==> src/rtl/conv_window_scheduler_if.sv <==
// Scheduler bus: image-memory read port plus the 3x3 window bundle.
// master = scheduler, slave = memory / conv stage.
interface conv_window_scheduler_if #(
  parameter int ADDR_W = 10
);
  logic              rd_en;
  logic [ADDR_W-1:0] rd_addr;
  logic [7:0]        rd_data;
  logic [7:0]        win0, win1, win2;
  logic [7:0]        win3, win4, win5;
  logic [7:0]        win6, win7, win8;
  logic              win_valid;
  logic              conv_done;
  logic [ADDR_W-1:0] out_row;
  logic [ADDR_W-1:0] out_col;

  modport master (
    output rd_en, rd_addr,
    input  rd_data,
    output win0, win1, win2,
    output win3, win4, win5,
    output win6, win7, win8,
    output win_valid, out_row, out_col,
    input  conv_done
  );

  modport slave (
    input  rd_en, rd_addr,
    output rd_data,
    input  win0, win1, win2,
    input  win3, win4, win5,
    input  win6, win7, win8,
    input  win_valid, out_row, out_col,
    output conv_done
  );
endinterface

==> src/rtl/conv_window_scheduler.sv <==
// Raster-order 3x3 window fetcher over a sync-read image memory.
// Ports: clk, reset (sync, active-low), start, bus (memory + window
// handshake), busy (scan in progress), pixel_end (scan done pulse).
module conv_window_scheduler #(
  parameter int IMG_W  = 28,
  parameter int IMG_H  = 28,
  parameter int ADDR_W = 10
) (
  input  logic clk,
  input  logic reset,
  input  logic start,
  conv_window_scheduler_if.master bus,
  output logic busy,
  output logic pixel_end
);
  localparam logic [ADDR_W-1:0] W_A =
    ADDR_W'(IMG_W);
  localparam logic [ADDR_W-1:0] ROW_STEP =
    ADDR_W'(IMG_W - 2);
  localparam logic [ADDR_W-1:0] LAST_COL =
    ADDR_W'(IMG_W - 3);
  localparam logic [ADDR_W-1:0] LAST_ROW =
    ADDR_W'(IMG_H - 3);
  localparam logic [ADDR_W-1:0] ONE =
    ADDR_W'(1);

  typedef enum logic [1:0] {
    S_IDLE,
    S_FETCH,
    S_PRESENT
  } state_t;

  state_t state, state_n;

  logic              rd_en_q;
  logic [ADDR_W-1:0] rd_addr_q;
  logic [3:0]        rd_k;
  logic [1:0]        kx;
  logic              cap_en;
  logic [3:0]        cap_k;
  logic [7:0]        win_q [9];
  logic              win_valid_q;
  logic [ADDR_W-1:0] row_q, col_q;
  logic [ADDR_W-1:0] row_n, col_n;

  logic last_win, consume;
  logic cap_last, issue_more;

  assign last_win   = (row_q == LAST_ROW) &&
                      (col_q == LAST_COL);
  assign consume    = win_valid_q && bus.conv_done;
  assign cap_last   = cap_en && (cap_k == 4'd8);
  // rd_en is only ever high in FETCH
  assign issue_more = rd_en_q && (rd_k != 4'd8);

  always_ff @(posedge clk) begin
    if (!reset) state <= S_IDLE;
    else        state <= state_n;
  end

  always_comb begin
    state_n = state;
    unique case (1'b1)
      (state == S_IDLE):
        if (start) state_n = S_FETCH;
      (state == S_FETCH):
        if (cap_last) state_n = S_PRESENT;
      (state == S_PRESENT):
        if (consume)
          state_n = last_win ? S_IDLE : S_FETCH;
      default: state_n = S_IDLE;
    endcase
  end

  always_comb begin
    row_n = row_q;
    col_n = col_q + ONE;
    if (col_q == LAST_COL) begin
      col_n = '0;
      row_n = row_q + ONE;
    end
  end

  always_ff @(posedge clk) begin
    if (!reset) begin
      rd_en_q     <= 1'b0;
      rd_addr_q   <= '0;
      rd_k        <= '0;
      kx          <= '0;
      cap_en      <= 1'b0;
      cap_k       <= '0;
      win_valid_q <= 1'b0;
      row_q       <= '0;
      col_q       <= '0;
      busy        <= 1'b0;
      pixel_end   <= 1'b0;
      for (int i = 0; i < 9; i++)
        win_q[i] <= '0;
    end else begin
      rd_en_q     <= 1'b0;
      pixel_end   <= 1'b0;
      // memory returns data one cycle after the
      // strobe; capture one cycle after that
      cap_en      <= rd_en_q;
      cap_k       <= rd_k;
      if (cap_en) win_q[cap_k] <= bus.rd_data;
      win_valid_q <= (state_n == S_PRESENT);
      busy        <= (state_n != S_IDLE);
      unique case (1'b1)
        (state == S_IDLE && start): begin
          row_q     <= '0;
          col_q     <= '0;
          rd_en_q   <= 1'b1;
          rd_addr_q <= '0;
          rd_k      <= '0;
          kx        <= '0;
        end
        issue_more: begin
          rd_en_q <= 1'b1;
          rd_k    <= rd_k + 4'd1;
          kx      <= (kx == 2'd2) ? 2'd0 : kx + 2'd1;
          // step to next window row after kx==2
          rd_addr_q <= rd_addr_q +
            ((kx == 2'd2) ? ROW_STEP : ONE);
        end
        (consume && last_win): begin
          pixel_end <= 1'b1;
        end
        (consume && !last_win): begin
          row_q     <= row_n;
          col_q     <= col_n;
          rd_en_q   <= 1'b1;
          rd_addr_q <= row_n * W_A + col_n;
          rd_k      <= '0;
          kx        <= '0;
        end
        default: ;
      endcase
    end
  end

  assign bus.rd_en     = rd_en_q;
  assign bus.rd_addr   = rd_addr_q;
  assign bus.win_valid = win_valid_q;
  assign bus.out_row   = row_q;
  assign bus.out_col   = col_q;
  assign bus.win0      = win_q[0];
  assign bus.win1      = win_q[1];
  assign bus.win2      = win_q[2];
  assign bus.win3      = win_q[3];
  assign bus.win4      = win_q[4];
  assign bus.win5      = win_q[5];
  assign bus.win6      = win_q[6];
  assign bus.win7      = win_q[7];
  assign bus.win8      = win_q[8];
endmodule

==> src/flat_wrapper.sv <==
// flat-port wrapper written by rule: the top's interface ports become plain ports
module conv_window_scheduler_flat 
#(
  parameter int IMG_W  = 28,
  parameter int IMG_H  = 28,
  parameter int ADDR_W = 10
)
  (clk, reset, start, busy, pixel_end, bus_rd_en, bus_rd_addr, bus_rd_data, bus_win0, bus_win1, bus_win2, bus_win3, bus_win4, bus_win5, bus_win6, bus_win7, bus_win8, bus_win_valid, bus_out_row, bus_out_col, bus_conv_done);
  conv_window_scheduler_if #(.ADDR_W(ADDR_W)) bus_i ();
  input  logic clk;
  input  logic reset;
  input  logic start;
  output logic busy;
  output logic pixel_end;
  output wire logic [$bits(bus_i.rd_en)-1:0] bus_rd_en;
  output wire logic [$bits(bus_i.rd_addr)-1:0] bus_rd_addr;
  input wire logic [$bits(bus_i.rd_data)-1:0] bus_rd_data;
  output wire logic [$bits(bus_i.win0)-1:0] bus_win0;
  output wire logic [$bits(bus_i.win1)-1:0] bus_win1;
  output wire logic [$bits(bus_i.win2)-1:0] bus_win2;
  output wire logic [$bits(bus_i.win3)-1:0] bus_win3;
  output wire logic [$bits(bus_i.win4)-1:0] bus_win4;
  output wire logic [$bits(bus_i.win5)-1:0] bus_win5;
  output wire logic [$bits(bus_i.win6)-1:0] bus_win6;
  output wire logic [$bits(bus_i.win7)-1:0] bus_win7;
  output wire logic [$bits(bus_i.win8)-1:0] bus_win8;
  output wire logic [$bits(bus_i.win_valid)-1:0] bus_win_valid;
  output wire logic [$bits(bus_i.out_row)-1:0] bus_out_row;
  output wire logic [$bits(bus_i.out_col)-1:0] bus_out_col;
  input wire logic [$bits(bus_i.conv_done)-1:0] bus_conv_done;
  assign bus_rd_en = bus_i.rd_en;
  assign bus_rd_addr = bus_i.rd_addr;
  assign bus_i.rd_data = bus_rd_data;
  assign bus_win0 = bus_i.win0;
  assign bus_win1 = bus_i.win1;
  assign bus_win2 = bus_i.win2;
  assign bus_win3 = bus_i.win3;
  assign bus_win4 = bus_i.win4;
  assign bus_win5 = bus_i.win5;
  assign bus_win6 = bus_i.win6;
  assign bus_win7 = bus_i.win7;
  assign bus_win8 = bus_i.win8;
  assign bus_win_valid = bus_i.win_valid;
  assign bus_out_row = bus_i.out_row;
  assign bus_out_col = bus_i.out_col;
  assign bus_i.conv_done = bus_conv_done;
  conv_window_scheduler #(.IMG_W(IMG_W), .IMG_H(IMG_H), .ADDR_W(ADDR_W)) u_core (.clk(clk), .reset(reset), .start(start), .bus(bus_i), .busy(busy), .pixel_end(pixel_end));
endmodule
==> config.mk <==
export PLATFORM = sky130hd
export DESIGN_NAME = conv_window_scheduler_flat
export DESIGN_NICKNAME = d
export VERILOG_FILES = /design/src/rtl/conv_window_scheduler_if.sv /design/src/rtl/conv_window_scheduler.sv /design/src/flat_wrapper.sv
export SDC_FILE = /design/constraint.sdc
export NUM_CORES = 1
export LEC_CHECK = 0
export BUFFER_PORTS_ARGS = -buffer_cell sky130_fd_sc_hd__clkbuf_2
export CAP_MARGIN = 20
export CORE_MARGIN = 2
export CORE_UTILIZATION = 35
export CTS_CLUSTER_SIZE = 12
export DETAILED_ROUTE_END_ITERATION = 7
export PLACE_DENSITY = 0.56
export SLEW_MARGIN = 20
export SYNTH_ARGS = -nofsm -noshare
export SYNTH_HDL_FRONTEND = slang
export SYNTH_SLANG_ARGS = --single-unit
==> constraint.sdc <==
create_clock -name clk -period 4.7 [get_ports clk]
set_clock_uncertainty 0.15 [all_clocks]
set_input_delay 0.47 -clock clk [delete_from_list [all_inputs] [get_ports clk]]
set_output_delay 0.47 -clock clk [all_outputs]
set_load 0.03 [all_outputs]
# Yosys cells after proc, flatten, opt, wreduce, memory -nomap -nowiden
# Memory sizes are Yosys's and may differ from the RTL's.
# Index checks and enable logic that the tools add are counted.
dict set report op_classes {
  addsub 6
  n_mul 1
  eq_ne 8
  mux 23
  reduce_logical 16
}
# operator n
set ops {}
lappend ops {{$pmux W10 S2} 2}
lappend ops {{$pmux W10 S3} 1}
lappend ops {{$add A10 B1 Y10 const B} 2}
lappend ops {{$add A10 B10 Y10} 2}
lappend ops {{$eq A10 B5 Y1 const B} 2}
lappend ops {{$mux W10} 2}
lappend ops {{$mul A10 B3 Y8 const B} 1}
lappend ops {{$mux W1} 8}
lappend ops {{$mux W2} 4}
lappend ops {{$mux W8} 1}
lappend ops {{$pmux W4 S2} 1}
lappend ops {{$reduce_or A8 Y1} 1}
lappend ops {{$logic_and A1 B1 Y1} 7}
lappend ops {{$eq A2 B2 Y1 const B} 3}
lappend ops {{$pmux W2 S3} 1}
lappend ops {{$reduce_bool A2 Y1} 3}
lappend ops {{$mux W5} 1}
lappend ops {{$add A4 B1 Y4 const B} 1}
lappend ops {{$eq A4 B4 Y1 const B} 1}
lappend ops {{$mux W4} 1}
lappend ops {{$ne A4 B4 Y1 const B} 1}
lappend ops {{$pmux W2 S2} 1}
lappend ops {{$reduce_bool A3 Y1} 1}
lappend ops {{$reduce_or A3 Y1} 1}
lappend ops {{other kinds (5)} 5}
dict set report totals {
  regBits 47
  ram_bits 72
  in_bits 12
  out_inout_bits 106
  elab_cells 67
  n_memories 1
}
# name words width read_ports rd_clocked_by_memory_dff wr line
set mem_list {}
lappend mem_list {u_core.win_q 9 8 9 0 9 conv_window_scheduler.sv:41} ;# logic [7:0] win_q [9];

# Depth between registers and ports, before layout
# Gate-level depths: netlist (run 1).
dict set report logic_depth {
  ltp_word 6
  mapped_depth 21
  depth_no_buf 20
}

# Least setup slack after synthesis (run 1)
# OpenSTA, ideal clock, no wires.
dict set report synth_path {
  kind {register to register}
  from {reg u_core.col_q[0], in the netlist u_core.bus.out_col[0]}
  to {reg u_core.rd_addr_q[9], in the netlist u_core.bus.rd_addr[9]}
  setup_ns 0.127
  arrival_time_ns 4.271
  required_time_ns 4.423
  setup_slack_ns 0.152
  path_stages_with_launch 19
  path_buffers 1
  synth_period_minus_slack_ns 4.548
  cell_sequence {dfxtp_1 ha_1 and4bb_4 and3_4 buf_6 nand2_1 xor2_1 inv_1 fa_1 fa_1 xor2_1 ha_1 inv_1 nor2_1 a2111oi_0 or4_4 a21oi_2 o21bai_1 nand3_1}
}
dict set report synth_between {
  elab_chain_len 5
  elab_cells_between_ends 11
}
# item line
set synth_lines {}
lappend synth_lines {{start: declaration} conv_window_scheduler.sv:43} ;# logic [ADDR_W-1:0] row_q, col_q;
lappend synth_lines {{start signal: assignment} conv_window_scheduler.sv:131} ;# col_q <= col_n;
lappend synth_lines {{$eq A10 B5 Y1} {conv_window_scheduler.sv:50, conv_window_scheduler.sv:78}}
lappend synth_lines {{$mux W10 or $logic_and A1 B1 Y1 (tied branches)} {conv_window_scheduler.sv:78, conv_window_scheduler.sv:49}}
lappend synth_lines {{$mul A10 B3 Y8 or $logic_not A1 Y1 (tied branches)} {conv_window_scheduler.sv:133, conv_window_scheduler.sv:129}}
lappend synth_lines {{$add A10 B10 Y10 or $logic_and A1 B1 Y1 (tied branches)} {conv_window_scheduler.sv:133, conv_window_scheduler.sv:129}}
lappend synth_lines {{$pmux W10 S3 or $reduce_bool A3 Y1 (tied branches)} --}
lappend synth_lines {{end signal: assignment} conv_window_scheduler.sv:123} ;# rd_addr_q <= rd_addr_q +
lappend synth_lines {{end signal: assignment} conv_window_scheduler.sv:133} ;# rd_addr_q <= row_n * W_A + col_n;
lappend synth_lines {{end: declaration} conv_window_scheduler.sv:36} ;# logic [ADDR_W-1:0] rd_addr_q;
# Several ways; a longest one is shown, not always the timed one.
# A chain may end at the register's enable or synchronous reset.

# Worst setup path after layout (run 1)
dict set report layout_path {
  from {reg u_core.col_q[1], in the netlist u_core.bus.out_col[1]}
  to {reg u_core.rd_addr_q[9], in the netlist u_core.bus.rd_addr[9]}
}
# The elaborated chain is that of the path after synthesis.

==> results of run 1 <==
-- cell type report --
class                      count  area share, %
clock buffer                  18           5.76
clock inverter                14           2.22
inverter                      24           1.21
multi-input combinational    415           36.9
sequential                   119           41.7
tap                          220           3.70
timing repair buffer         124           8.57
-- worst min-delay path: cells and delay by family --
kind / cells / cell delay [ns]
and+or+nand+nor: 3 / 0.20
buffers and inverters: 1 / 0.12
AOI/OAI and AO/OA: 1 / 0.05
-- kinds of logic (layout without fill, tap and decap cells) --
kind of cell    Yosys count  count (layout)  share of synthesized area [%]
fa+ha+maj                31              31                           7.46
mux                       1               1                          0.167
buf+inv                  40             180                           2.90
xor+xnor                 28              28                           4.08
compound gates          101             101                           10.2
simple gates            254             254                           23.6
flops                   119             119                           51.7
-- routing by layer --
layer / vias to the layer above / track usage, %
met5: - / 0
met4: 0 / 6.13
met3: 25 / 4.65
met2: 150 / 26.6
met1: 2236 / 22.9
li1: 2274 / -
-- cells in the final DEF (no fill, tap or decap), drive strengths merged, types with 3 or more instances in the layout --
master	n
nand3b	4
xor2	9
o21ai	23
nor2	60
a31oi	6
xnor2	19
dfxtp	47
nand4	4
clkinvlp	4
and2	82
a21oi	41
fa	8
nor4	3
o22ai	3
inv	30
buf	7
nand3	18
clkbuf	135
o21a	7
nor3	12
or3	8
nand2b	6
edfxtp	72
ha	23
a21o	4
nand2	35
and3	7
nor2b	7
-- worst paths after layout --
path         cells after the start                   from               endpoint
max                             19  u_core.bus.out_col[1]  u_core.bus.rd_addr[9]
min                              5                  start            u_core.busy
max reg2reg                     19  u_core.bus.out_col[1]  u_core.bus.rd_addr[9]
min reg2reg                      1         u_core.rd_k[3]        u_core.cap_k[3]
-- where the power goes --
group          internal [W]  switching [W]
sequential          0.00113      0.0000137
clock              0.000794       0.000510
combinational     0.0000370       0.000127
total               0.00196       0.000651
-- repair_timing --
| item | 4_1_cts | 5_1_grt |
|---|---|---|
| gates resized for setup | 0 | 4 |
| setup endpoints to repair | 0 | 1 |
| hold buffers | 0 | 0 |
-- stage by stage --
| stage | cell area, um2 | utilization, % | worst slack [ns] | hold slack [ns] |
|---|---|---|---|---|
| 2_1_floorplan | 6010 | - | 0.152 | 0.320 |
| 3_3_place_gp | 6840 | 40.9 | 0.226 | 0.349 |
| 3_5_place_dp | 6840 | 40.9 | 0.125 | 0.348 |
| 4_1_cts | 7430 | 44.5 | 0.101 | 0.290 |
| 5_1_grt | 7450 | 44.6 | 0.00288 | 0.361 |
| 6_report | 7450 | 44.6 | 0.354 | 0.308 |
-- flip-flops by register name (all words and copies together) (netlist names), 2 cells and up --
name                count
u_core.win_q           72
u_core.bus.out_col     10
u_core.bus.out_row     10
u_core.bus.rd_addr     10
u_core.cap_k            4
u_core.rd_k             4
u_core.kx               2
u_core.state            2
==> run metrics, run 1 <==
run status=completed; routed wl met2=6.96 mm; initial antenna violation count=0; Register Area=3100 um2; Cell Rows=47; CP arrival=4.55 ns; fin. max-slew vios=0; routability cong.=0.842; Finished Layout Cells=934; I/O pin total=118; Buffers on Ports=117; WL/cell=16.1 um; largest net degree at the start of global routing=33; power per cell area=351 nW/um2; CTS clock-pin slew for the worst setup and hold paths=0.06 ns; fillers=1620; Worst Path Required=4.91 ns; syn avg cell area=10.5 um2; drt drc=0; Final Net Count=744; worst skew pair latency=0.41 ns; distinct cell type count after synthesis=60; Vias=4685; first-pass GRT wire length=24.2 mm; Cells after Synth=574; clk sinks=119; Horiz. Die Dim=135 um; Syn Nets=617; level count of the clock H-tree=4; Core Box Area=16700 um2; Clock Path Buffers=2; cts bufs inserted=17; Worst R2R Setup Slack=0.35 ns; main area contributors after synthesis=edfxtp_1 36%, dfxtp_1 16%, and2_1 8.4%, ha_1 4.8%, nor2_1 3.7%; Max-Cap Viols=0; Leak=3.21 nW; Seq cells post-synth=119; drt total wl=15.0 mm; Setup violations, final=0; critical-path cell list=inv_1 -> ha_1 -> and4bb_4 -> and3_4 -> nand2_1 -> xor2_1 -> inv_1 -> fa_1 -> fa_1 -> a21o_1 -> a21oi_1 -> xnor2_1 -> ha_1 -> or3_1 -> o21ai_0 -> or4_4 -> a21oi_2 -> o21bai_1 -> nand3_1; 1st-pass router iterations=4; Achievable Freq=230 MHz; Synth top area share=36.0%; ys async rst share=0%; ys flop type=edfxtp_1; Hold Fails Final Rpt=0; setup TNS=0 ns; Ys Warns=0; Die Ht=135 um; Routed Antenna Nets=0; period utilization=92.5%; DP Cell Count=902; Post-CTS Setup Bufs=0; Worst path slowest cell=fa_1; WP buf/inv=2; crit path max fanout=10; GRT Total Usage=17.1%; M1 WL=6.93 mm; cell with the most instances after synthesis=and2_1; clk root buf=clkbuf_16; Cell Area, Synth=6010 um2; Hold Crit Class=in -> reg; CP Launch Type=flop; crit end category=flop; via density per instance=5.02; Die Footprint=18200 um2; CP delay by family, top=adder cells; Worst Max-Slew Pin Slew=1.04 ns; # diodes=0; DR top layer=met4; Largest stage delay, worst path=0.52 ns; DR iter-0 viols=294; max_slew headroom=29.6%; vias in the first global route=4505; total power=0.00262 W; sequential cell area fraction in the yosys report=51.7%; area of the multi-input gates=2750 um2; Initial Utilization=36.0%; area delta synth->final=24.0%; RSZ-0062 raised after global routing=false; met3 WL post-DR=872 um; maximum vdd drop=0.232 mV; Commonest cells post-synth=81 x and2_1, 72 x edfxtp_1, 59 x nor2_1; Final Critical Period=4.35 ns; Post-synth EDFFs=72; CTS tree=yes; grt ovf=0; worst setup path class=reg -> reg; Synth area leader=edfxtp_1; share of layout cells above drive strength 1=24.4%; DP HPWL=11.1 mm
No activity file was read; power rests on OpenSTA's default activity.
==> run 2, diff against run 1 <==
--- a/config.mk
+++ b/config.mk
@@ -5,6 +5,7 @@
 export SDC_FILE = /design/constraint.sdc
 export NUM_CORES = 1
 export LEC_CHECK = 0
+export ABC_AREA = 1
 export BUFFER_PORTS_ARGS = -buffer_cell sky130_fd_sc_hd__clkbuf_2
 export CAP_MARGIN = 20
 export CORE_MARGIN = 2
==> run 2 against run 1 <==
Effect of this change: first-iteration DRC count increased by 17%; register-to-register slack better by 0.12 ns; critical path depth increased by 7; worst setup slack improved by 0.12 ns; sequential share of layout area grew 0.25 points; final area down 0.59%; sequential power is essentially flat; routed wire length is 1.2% lower; synthesized cell count increased by 15%; critical endpoint unchanged; highest routed layer unchanged.
==> run metrics, run 2 <==
largest net degree at the start of global routing=25 (was 33); CP Launch Type=flop (unchanged); Post-synth EDFFs=72 (unchanged); Horiz. Die Dim=134 um (was 135 um); maximum vdd drop=0.216 mV (was 0.232 mV); Hold Fails Final Rpt=0 (unchanged); CTS clock-pin slew for the worst setup and hold paths=0.06 ns (about the same); sequential cell area fraction in the yosys report=52.6% (was 51.7%); syn avg cell area=8.92 um2 (was 10.5 um2); Hold Crit Class=reg -> reg (was in -> reg); first-pass GRT wire length=23.4 mm (was 24.2 mm); WL/cell=14.5 um (was 16.1 um); clk sinks=119 (unchanged); Finished Layout Cells=1023 (was 934); dpl ws=0.346 ns (was 0.125 ns); Routed Antenna Nets=0 (unchanged); clk root buf=clkbuf_16 (unchanged); final setup margin=0.476 ns (was 0.354 ns); Die Ht=134 um (was 135 um); hold path start=u_core.bus.rd_en (was start); mux cell area share after synthesis=0% (was 0.167%); drt total wl=14.9 mm (was 15.0 mm); worst setup path class=reg -> reg (unchanged); CP arrival=4.41 ns (was 4.55 ns); Cell Rows=47 (unchanged); Biggest register=u_core.win_q (unchanged); share of layout cells above drive strength 1=22.9% (was 24.4%); Syn Nets=704 (was 617); run status=completed (unchanged); initial antenna violation count=0 (unchanged); main area contributors after synthesis=edfxtp_1 37%, dfxtp_1 16%, nand2_1 8.4%, nor2_1 6.8%, inv_1 5.0% (was edfxtp_1 36%, dfxtp_1 16%, and2_1 8.4%, ha_1 4.8%, nor2_1 3.7%); Min-Delay Endpoint=u_core.cap_en (was u_core.busy); Hold Crit Depth=2 (was 5); Commonest cells post-synth=132 x nand2_1, 107 x nor2_1, 79 x inv_1 (was 81 x and2_1, 72 x edfxtp_1, 59 x nor2_1); DR iter-0 viols=345 (was 294); vias in the first global route=4330 (was 4505); reg2reg start=u_core.bus.out_col[1] (unchanged); 1st-pass router iterations=5 (was 4); Seq cells post-synth=119 (unchanged); number of flip-flops in the largest register=72 (unchanged); simple-gate portion of the synthesized area=23.2% (was 23.6%); via density per instance=4.67 (was 5.02); Synth Area in Adders=7.59% (was 7.46%); Leak=3.40 nW (was 3.21 nW); Worst R2R Path Depth=26 (was 19); Final Critical Period=4.22 ns (was 4.35 ns); Synth top area share=36.6% (was 36.0%); Cells after Synth=661 (was 574); power per cell area=368 nW/um2 (was 351 nW/um2); I/O pin total=118 (unchanged); Worst R2R Setup Slack=0.48 ns (was 0.35 ns); Die Footprint=17900 um2 (was 18200 um2); Achievable Freq=237 MHz (was 230 MHz); commonest non-fill, non-tap cells in the layout=132 x nand2_1, 117 x clkbuf_2, 105 x nor2_1 (was 117 x clkbuf_2, 81 x and2_1, 72 x edfxtp_1); period utilization=89.9% (was 92.5%); Core Box Area=16500 um2 (was 16700 um2); Max-Cap Viols=0 (unchanged); Cell Area, Synth=5900 um2 (was 6010 um2); Reg-to-Reg End=u_core.bus.rd_addr[9] (unchanged); DP HPWL=10.9 mm (was 11.1 mm); Vias=4779 (was 4685); Worst Path Required=4.89 ns (was 4.91 ns); # diodes=0 (unchanged); Compound-Gate Fraction of Synth Area=7.42% (was 10.2%); main combinational cell family by area after synthesis=simple AND/OR/NAND/NOR gates (unchanged); Buffers on Ports=117 (unchanged); crit path max fanout=8 (was 10); Ys Warns=0 (unchanged); level count of the clock H-tree=4 (unchanged); Initial Utilization=35.7% (was 36.0%); GRT Total Usage=17.0% (was 17.1%); fin. max-slew vios=0 (unchanged); DP Cell Count=990 (was 902); ys flop type=edfxtp_1 (unchanged); cell with the most instances after synthesis=nand2_1 (was and2_1); Hold Buf Count CTS=0 (unchanged); routability cong.=0.873 (was 0.842); ys async rst share=0% (unchanged); cts bufs inserted=17 (unchanged); CTS tree=yes (unchanged); Post-Synth XOR/XNOR Area=2.23% (was 4.08%); Clock Path Buffers=2 (unchanged); drt drc=0 (unchanged); distinct cell type count after synthesis=43 (was 60); most common cell after layout, fill and taps aside=nand2_1 (was clkbuf_2); crit end category=flop (unchanged); Synth area leader=edfxtp_1 (unchanged); max_slew headroom=57.8% (was 29.6%); Worst Max-Slew Pin Slew=0.634 ns (was 1.04 ns); grt ovf=0 (unchanged); area delta synth->final=25.5% (was 24.0%); Setup violations, final=0 (unchanged); Final Net Count=833 (was 744); worst skew pair latency=0.41 ns (about the same)
[run 2: how the worst max path moves through the flow]
stage,startpoint,end,cells past startpoint
after CTS,u_core.bus.out_col[1],u_core.bus.rd_addr[9],26
after global placement,u_core.bus.out_col[1],u_core.bus.rd_addr[9],26
after global routing,u_core.bus.out_col[1],u_core.bus.rd_addr[9],26
after floorplan,u_core.bus.out_col[0],u_core.bus.rd_addr[9],24
after detailed placement,u_core.bus.out_col[1],u_core.bus.rd_addr[9],26
final,u_core.bus.out_col[1],u_core.bus.rd_addr[9],26
[run 2: critical path, stage by stage (launching register included)]
cell and delay [ns]:
dfxtp_1 0.34, inv_1 0.10, ha_1 0.19, nand2_1 0.10
nor2_4 0.15, nand2_2 0.16, nor3_2 0.18, xor2_1 0.29
fa_1 0.47, inv_1 0.07, ha_2 0.30, nand2_1 0.08
nand2_1 0.06, a31oi_1 0.17, xor2_1 0.16, inv_1 0.05
ha_1 0.32, nand2_1 0.07, inv_1 0.05, nand4_1 0.08
nand3_1 0.08, nand2b_1 0.14, nand2_1 0.07, inv_1 0.04
nand3_1 0.07, nand3_1 0.08, a21oi_1 0.14
[run 2: cells by family (layout without fill, tap and decap cells)]
| logic type | after synthesis | after routing |
|---|---|---|
| and+or+nand+nor | 316 | 316 |
| DFF | 119 | 119 |
| buffers and inverters | 104 | 246 |
| AOI/OAI and AO/OA | 76 | 76 |
| adders and majority gates | 31 | 31 |
| xor gates and xnor gates | 15 | 15 |
[run 2: report_power, final]
part	leakage, nW	switching, W	internal [W]
logic	1.96	0.000132	0.0000349
clock network	0.312	0.000509	0.000901
registers	1.12	0.0000134	0.00113
[run 2: cell type report]
cell class / instances / area [um2]
clock inverters: 15 / 214
clock buffers: 17 / 425
fillers: 1619 / 9120
well taps: 220 / 275
flip-flops and latches: 119 / 3100
repair buffers: 122 / 623
inverters: 92 / 345
multi-input cells: 438 / 2420
[run 2: through the flow]
stage | hold WS (ns) | power [W] | setup TNS, ns | area (um2) | utilization [%]
after floorplan | 0.282 | 0.00128 | 0 | 5900 | -
after global placement | 0.291 | 0.00134 | 0 | 6730 | 40.7
after detailed placement | 0.296 | 0.00134 | 0 | 6730 | 40.7
after CTS | 0.305 | 0.00275 | 0 | 7360 | 44.6
after global routing | 0.343 | 0.00282 | -0.0497 | 7400 | 44.8
final | 0.310 | 0.00272 | 0 | 7400 | 44.8
[run 2: metal layers]
metal	GRT usage [%]	vias up	wire length [um]
met5	0	-	0
li1	-	2440	-
met4	5.14	0	199
met2	25.2	175	6440
met3	3.97	16	974
met1	24.7	2148	7240
[run 2: repair_timing]
item                                    CTS  global route
resized for setup                         0             7
endpoints found under the setup margin    0             1
hold endpoints to repair                  0             0
setup buffers                             0             1
==> run 3, diff against run 2 <==
==> constraint.sdc (replaced) <==
create_clock -name clk -period 4.3 [get_ports clk]
set_clock_uncertainty 0.15 [all_clocks]
set_input_delay 0.43 -clock clk [delete_from_list [all_inputs] [get_ports clk]]
set_output_delay 0.43 -clock clk [all_outputs]
set_load 0.03 [all_outputs]
==> run 3 against run 2 <==
Effect of this change: non-clock buffer count up 10; global-route usage up 0.22 points; die area unchanged; power up 4.5%; critical path type unchanged; register-to-register slack worse by 0.17 ns; combinational power up 9%; cell count up 0.98%; critical endpoint unchanged; worst setup slack worse by 0.17 ns; utilization up 0.50 points; first-iteration DRC count down 16%; via count up 2.8%; count of clock-buffer cells in the layout unchanged.
==> run metrics, run 3 (synthesis results as in run 2) <==
GRT Total Usage=17.2% (was 17.0%); first-pass GRT wire length=23.7 mm (was 23.4 mm); Die Ht=134 um (unchanged); worst skew pair latency=0.42 ns (was 0.41 ns); CP Launch Type=flop (unchanged); largest net degree at the start of global routing=29 (was 25); Die Footprint=17900 um2 (unchanged); Largest stage delay, worst path=0.53 ns (was 0.47 ns); crit end category=flop (unchanged); fin. max-slew vios=0 (unchanged); routability cong.=0.857 (was 0.873); Core Box Area=16500 um2 (unchanged); GR Util met2=26.9% (was 25.2%); # diodes=0 (unchanged); vias in the first global route=4502 (was 4330); Vias=4911 (was 4779); met1 usage=23.6% (was 24.7%); clk sinks=119 (unchanged); fin area=7490 um2 (was 7400 um2); Setup violations, final=0 (unchanged); grt ovf=0 (unchanged); commonest non-fill, non-tap cells in the layout=132 x nand2_1, 117 x clkbuf_2, 104 x nor2_1 (was 132 x nand2_1, 117 x clkbuf_2, 105 x nor2_1); Buffers on Ports=117 (unchanged); period utilization=92.9% (was 89.9%); share of layout cells above drive strength 1=25.6% (was 22.9%); Final Net Count=843 (was 833); RSZ-0062 raised after global routing=false; CTS clock-pin slew for the worst setup and hold paths=0.06 ns (about the same); initial antenna violation count=0 (unchanged); Worst path slowest cell=fa_1 (unchanged); crit path max fanout=7 (was 8); worst setup path class=reg -> reg (unchanged); DP HPWL=11.0 mm (was 10.9 mm); Hold Crit Class=in -> reg (was reg -> reg); most common cell after layout, fill and taps aside=nand2_1 (unchanged); Achievable Freq=250 MHz (was 237 MHz); setup TNS=0 ns (unchanged); GR Util met3=4.54% (was 3.97%); Routed Antenna Nets=0 (unchanged); 1st-pass router iterations=5 (unchanged); Worst Path Required=4.50 ns (was 4.89 ns); Leak=3.41 nW (was 3.40 nW); Horiz. Die Dim=134 um (unchanged); power per cell area=380 nW/um2 (was 368 nW/um2); maximum vdd drop=0.281 mV (was 0.216 mV); max_slew headroom=61.8% (was 57.8%); post-layout util=45.3% (was 44.8%); clk root buf=clkbuf_16 (unchanged); Worst Max-Slew Pin Slew=0.573 ns (was 0.634 ns); level count of the clock H-tree=4 (unchanged); Worst path most repeated cell=nand2_1; Clock Path Buffers=2 (unchanged); area delta synth->final=26.9% (was 25.5%); DR iter-0 viols=291 (was 345); total power=0.00285 W (was 0.00272 W); run status=completed (unchanged); Cell Rows=47 (unchanged); Hold Fails Final Rpt=0 (unchanged); CTS tree=yes (unchanged); Initial Utilization=35.7% (unchanged); Most Used Layer, Global Route=met2 (unchanged); Biggest register=u_core.win_q (unchanged); I/O pin total=118 (unchanged); Max-Cap Viols=0 (unchanged); CP arrival=4.20 ns (was 4.41 ns); number of flip-flops in the largest register=72 (unchanged); via density per instance=4.75 (was 4.67); DP Area=6770 um2 (was 6730 um2); Final Critical Period=4.00 ns (was 4.22 ns); drt total wl=15.0 mm (was 14.9 mm); cts bufs inserted=17 (unchanged); WL/cell=14.6 um (was 14.5 um); drt drc=0 (unchanged)
-- run 3: cell count changes in the layout (fill, tap and decap cells not counted), moves of 3 or more --
cell	previous run	this run
buf_4	5	15
ha_1	22	19
bufinv_16	4	1
dfxtp_2	0	5
inv_8	1	4
dfxtp_1	47	42
-- run 3: stage by stage --
step	setup WS, ns	hold WS (ns)	cells
detailed placement	0.00677	0.310	996
finish	0.304	0.295	1033
CTS	0.00906	0.298	1028
global placement	0.149	0.306	996
global route	0.00530	0.315	1033
floorplan	0.0715	0.282	661
-- run 3: timing repair --
action                     CTS  global route
setup endpoints to repair    1             3
pin swaps                    0             4
hold buffers                 0             0
buffers inserted             0             5
resized for setup            1            23
-- run 3: final timing paths --
kind                               from               endpoint  slack, ns  cells after the start
setup reg to reg  u_core.bus.out_col[1]  u_core.bus.rd_addr[9]       0.30                     25
hold / removal            bus_conv_done        u_core.state[1]       0.30                      4
hold reg to reg          u_core.rd_k[0]        u_core.cap_k[0]       0.32                      2
setup / recovery  u_core.bus.out_col[1]  u_core.bus.rd_addr[9]       0.30                     25
-- run 3: per-layer routing --
metal | up-vias | part of all wire (%) | wire length, um
li1 | 2456 | - | -
met1 | 2302 | 48 | 7150
met2 | 143 | 46 | 6870
met3 | 10 | 6.1 | 911
met4 | 0 | 0.79 | 119
met5 | - | 0 | 0
-- run 3: where the power goes --
| part | internal, W | switching (W) |
|---|---|---|
| sequential | 0.00124 | 0.0000155 |
| combinational | 0.0000382 | 0.000142 |
| clock | 0.000821 | 0.000590 |
| total | 0.00210 | 0.000748 |
-- run 3: final cells by class --
class / instances / area, um2
multi-input combinational: 438 / 2470
sequential: 119 / 3110
clock inverter: 15 / 159
tap: 220 / 275
timing repair buffer: 132 / 698
inverter: 92 / 345
fill: 1629 / 9040
clock buffer: 17 / 425
-- run 3: critical path: cells and delay by family, from the launching register on --
| kind | cells | cell delay (ns) |
|---|---|---|
| XOR/XNOR | 2 | 0.26 |
| AO/OA/AOI/OAI | 2 | 0.29 |
| buffers and inverters | 5 | 0.36 |
| flip-flops | 1 | 0.34 |
| adder cells (fa/ha/maj) | 4 | 1.37 |
| AND/OR/NAND/NOR | 12 | 1.15 |
